**src/rtl/sound_frame_seq_if.sv**
```systemverilog
// Control inputs and tick/step outputs of the APU frame sequencer.
// master drives the enables and consumes the ticks; slave is the sequencer.
interface sound_frame_seq_if;
   logic       apu_on;
   logic       div_reset;
   logic       tick_length;
   logic       tick_sweep;
   logic       tick_env;
   logic [2:0] step;

   modport master (
      output apu_on,
      output div_reset,
      input  tick_length,
      input  tick_sweep,
      input  tick_env,
      input  step
   );

   modport slave (
      input  apu_on,
      input  div_reset,
      output tick_length,
      output tick_sweep,
      output tick_env,
      output step
   );
endinterface

```
**src/rtl/sound_frame_seq.sv**
```systemverilog
// GameBoy APU frame sequencer.
// Divides clk down to the step rate and emits registered length/sweep/envelope pulses.
module sound_frame_seq #(
   parameter int unsigned CLK_DIV = 8192
) (
   input  logic              clk,
   input  logic              rst,
   sound_frame_seq_if.slave  sq
);

   localparam int unsigned CW   = $clog2(CLK_DIV);
   localparam int unsigned SW   = 3;
   localparam logic [CW-1:0] LAST = CW'(CLK_DIV - 1);
   localparam logic [CW-1:0] HALF = CW'(CLK_DIV / 2);

   logic [CW-1:0] cnt;
   logic [SW-1:0] step_q;
   logic          len_q;
   logic          sweep_q;
   logic          env_q;
   logic          tick_c;

   // A DIV write in the upper half of the period mimics the DIV bit falling edge.
   always_comb begin
      tick_c = 1'b0;
      if (sq.div_reset) begin
         tick_c = (cnt >= HALF);
      end else begin
         tick_c = (cnt == LAST);
      end
   end

   // Prescaler, step counter and decoded pulse registers.
   always_ff @(posedge clk or posedge rst) begin
      if (rst) begin
         cnt     <= '0;
         step_q  <= '0;
         len_q   <= 1'b0;
         sweep_q <= 1'b0;
         env_q   <= 1'b0;
      end else if (!sq.apu_on) begin
         cnt     <= '0;
         step_q  <= '0;
         len_q   <= 1'b0;
         sweep_q <= 1'b0;
         env_q   <= 1'b0;
      end else begin
         cnt     <= (sq.div_reset || (cnt == LAST)) ? '0 : cnt + CW'(1);
         len_q   <= tick_c && !step_q[0];
         sweep_q <= tick_c && (step_q[1:0] == 2'd2);
         env_q   <= tick_c && (step_q == 3'd7);
         if (tick_c) begin
            step_q <= step_q + SW'(1);
         end
      end
   end

   assign sq.tick_length = len_q;
   assign sq.tick_sweep  = sweep_q;
   assign sq.tick_env    = env_q;
   assign sq.step        = step_q;

endmodule

```
**src/flat_wrapper.sv**
```systemverilog
// flat-port wrapper written by rule: the top's interface ports become plain ports
module sound_frame_seq_flat 
#(
   parameter int unsigned CLK_DIV = 8192
)
  (clk, rst, sq_apu_on, sq_div_reset, sq_tick_length, sq_tick_sweep, sq_tick_env, sq_step);
  sound_frame_seq_if sq_i ();
  input  logic clk;
  input  logic rst;
  input wire logic [$bits(sq_i.apu_on)-1:0] sq_apu_on;
  input wire logic [$bits(sq_i.div_reset)-1:0] sq_div_reset;
  output wire logic [$bits(sq_i.tick_length)-1:0] sq_tick_length;
  output wire logic [$bits(sq_i.tick_sweep)-1:0] sq_tick_sweep;
  output wire logic [$bits(sq_i.tick_env)-1:0] sq_tick_env;
  output wire logic [$bits(sq_i.step)-1:0] sq_step;
  assign sq_i.apu_on = sq_apu_on;
  assign sq_i.div_reset = sq_div_reset;
  assign sq_tick_length = sq_i.tick_length;
  assign sq_tick_sweep = sq_i.tick_sweep;
  assign sq_tick_env = sq_i.tick_env;
  assign sq_step = sq_i.step;
  sound_frame_seq #(.CLK_DIV(CLK_DIV)) u_core (.clk(clk), .rst(rst), .sq(sq_i));
endmodule
```
**config.mk**
```make
export PLATFORM = sky130hd
export DESIGN_NAME = sound_frame_seq_flat
export DESIGN_NICKNAME = d
export VERILOG_FILES = /design/src/rtl/sound_frame_seq_if.sv /design/src/rtl/sound_frame_seq.sv /design/src/flat_wrapper.sv
export SDC_FILE = /design/constraint.sdc
export NUM_CORES = 1
export LEC_CHECK = 0
export CORE_ASPECT_RATIO = 0.8
export CORE_UTILIZATION = 45
export DETAILED_ROUTE_END_ITERATION = 8
export GPL_TIMING_DRIVEN = 1
export HOLD_SLACK_MARGIN = 0.08
export PLACE_DENSITY_LB_ADDON = 0.3
export RECOVER_POWER = 100
export SLEW_MARGIN = 20
export SYNTH_ARGS = -nofsm -noshare
export SYNTH_HDL_FRONTEND = slang
export SYNTH_SLANG_ARGS = --single-unit
```
**constraint.sdc**
```tcl
create_clock -name clk -period 1.9 [get_ports clk]
set_input_delay 0.475 -clock clk [delete_from_list [all_inputs] [get_ports clk]]
set_output_delay 0.475 -clock clk [all_outputs]
set_load 0.01 [all_outputs]
```
==> flow_metrics.tcl <==
set metrics [dict create \
    path_buf_inv 1 \
    antenna_left 0 \
    synth_ff_type "dfrtp_1" \
    status "finished clean" \
    antenna_found_initial 0 \
    hold_path.class "flop to flop" \
    rows 14 \
    cts.sinks 19 \
    vdd_drop_max_mv 0.432 \
    powerDensity_mw_per_mm2 587 \
    cts_root_buf "clkbuf_4" \
    syn_avg_cell_area_um2 10.8 \
    crit_path_top_delay_cell "dlygate4sd3_1" \
    cts_resized 0 \
    final_common_cell "dfrtp_1" \
    vias 617 \
    final_cell_mix "dfrtp_1 (19), nor2_1 (15), nand2_1 (10)" \
    drc 0 \
    io_buffers 9 \
    post-cts-setup-buffers 0 \
    syn2layout_area_growth_pct 16.3 \
    coreArea_mm2 0.00191 \
    drive_gt1_share_pct 9.00 \
    antenna_cells 0 \
    grt_max_degree 20 \
    slew-limit-headroom_pct 35.3 \
    dp_hpwl_mm 1.15 \
    crit_required_ps 1420 \
    clk_pin_slew_ps 110 \
    p_leak_nw 0.543 \
    drtIter0Drc 9 \
    start_util_pct 48.6 \
    grt_pass1_vias 619 \
    fin_tns_setup_ps 0 \
    gp_congestion 0.784 \
    clock_latency_ps 290 \
    grt_pass1_wl_mm 2.73 \
    fin_crit_sh_pct 95.2 \
    cts_made_buffers 3 \
    p_total_uw 634 \
    wl_per_cell_um 12.1 \
    dr.pass1.iters 4 \
    grt_use_total_pct 17.0 \
    worst_slew_pin_slew_ps 970 \
    die_h_um 42.6 \
    slowest_delay_ps 610 \
    cp_cell_sequence "dlygate4sd3_1" \
    syn-num-nets 94 \
    skew_ps 3.75 \
    syn_area_um2 928 \
    synth_warnings 0 \
    max_freq_mhz 553 \
    wl_mm 1.50 \
    synth-edff-count 0 \
    drv_cap 0 \
    setup_viol 0 \
    cts_tree "yes" \
    htree_levels 1 \
    clockBufferDepth 2 \
    rsz0062_at_grt "no" \
    synthArstFlopShare_pct 100 \
    fin_crit_ps 1810 \
    io-pin-count 10 \
    die-width_um 52.8 \
    via_per_inst 4.98 \
    fin_nets 109 \
    ys_seq_area_share_pct 51.2 \
    synthCells 86 \
    hold_viol 0 \
    critPathKind "flop to output port" \
    finalMaxSlewViolations 0 \
    synth-seq-cells 19 \
    end_kind "output port" \
    synth_cell_types 22 \
    cp-start-kind "flop" \
    worstPathMaxFanout 4 \
    path_delay_family "buffers and inverters" \
    crit_arrival_ps 1330 \
    postCtsHoldBufs 0 \
    fp.dieArea_mm2 0.00225 \
    grt_overflow 0 \
]
[layer usage]
metal,global-route usage (%),share of wire (%)
met1,23.3,51
met2,24.8,45
met3,7.61,3.6
met4,3.16,0.87
met5,0,0
[final cells by class]
class,instances,area (µm²)
fillers,177,830
flip-flops and latches,19,475
clock buffers,3,22.5
multi-input cells,61,427
repair buffers,11,101
well taps,24,30.0
clock inverters,1,5.00
inverters,5,18.8
[worst paths after layout]
| check | start | endpoint | slack [ps] | cells past startpoint |
|---|---|---|---|---|
| max reg2reg | u_core.cnt[0] | u_core.cnt[9] | 170 | 5 |
| min reg2reg | u_core.cnt[0] | u_core.cnt[0] | 500 | 1 |
| min | u_core.cnt[0] | u_core.cnt[0] | 500 | 1 |
| min in group asynchronous | rst | u_core.sq.step[2] | 890 | 3 |
| max | u_core.sq.step[1] | sq_step[1] | 90 | 1 |
| max in group asynchronous | rst | u_core.sq.step[0] | 420 | 3 |
[stage by stage]
stage          hold slack (ps)  std cells  instance area [µm²]  util (%)  setup WS, ps
6_report                   496        124                 1080      56.6          91.8
5_1_grt                    519        124                 1080      56.6          25.9
4_1_cts                    479        124                 1080      56.7           110
3_5_place_dp               485        120                 1060      55.3           168
3_3_place_gp               470        120                 1060      55.3           260
2_1_floorplan              426         86                  928         -           385
[kinds of logic (layout without fill, tap and decap cells)]
family                   after synthesis  after routing  synth area share [%]
AND/OR/NAND/NOR                       41             41                  24.1
flip-flops                            19             19                  51.2
XOR/XNOR                              11             11                  10.4
buffers and inverters                  6             20                  2.83
AO/OA/AOI/OAI                          5              5                  6.07
adder cells (fa/ha/maj)                4              4                  5.39
[synth_stat cells, types with 2 or more instances]
master | number | share of area [%]
xor2_1 | 4 | 3.8
xnor2_1 | 7 | 6.6
dfrtp_1 | 19 | 51
nor3_1 | 3 | 1.6
nand2_1 | 10 | 4.0
ha_1 | 4 | 5.4
and3_1 | 2 | 1.3
nand3_1 | 4 | 2.2
nand4_4 | 2 | 4.6
inv_1 | 5 | 2.0
nor2_1 | 15 | 6.1
[registers in the layout, indices dropped and copies added (netlist names)]
register	flops
u_core.sq.tick_sweep	1
u_core.sq.step	3
u_core.sq.tick_length	1
u_core.sq.tick_env	1
u_core.cnt	13
[power by group]
part / total, mW / internal [mW] / switching [mW] / leakage [nW]
combinational: 0.0267 / 0.00968 / 0.0170 / 0.261
clock: 0.199 / 0.0783 / 0.121 / 0.0177
sequential: 0.408 / 0.406 / 0.00188 / 0.264
total: 0.634 / 0.494 / 0.139 / 0.543
Note: power is estimated with default switching activity, not from simulation.
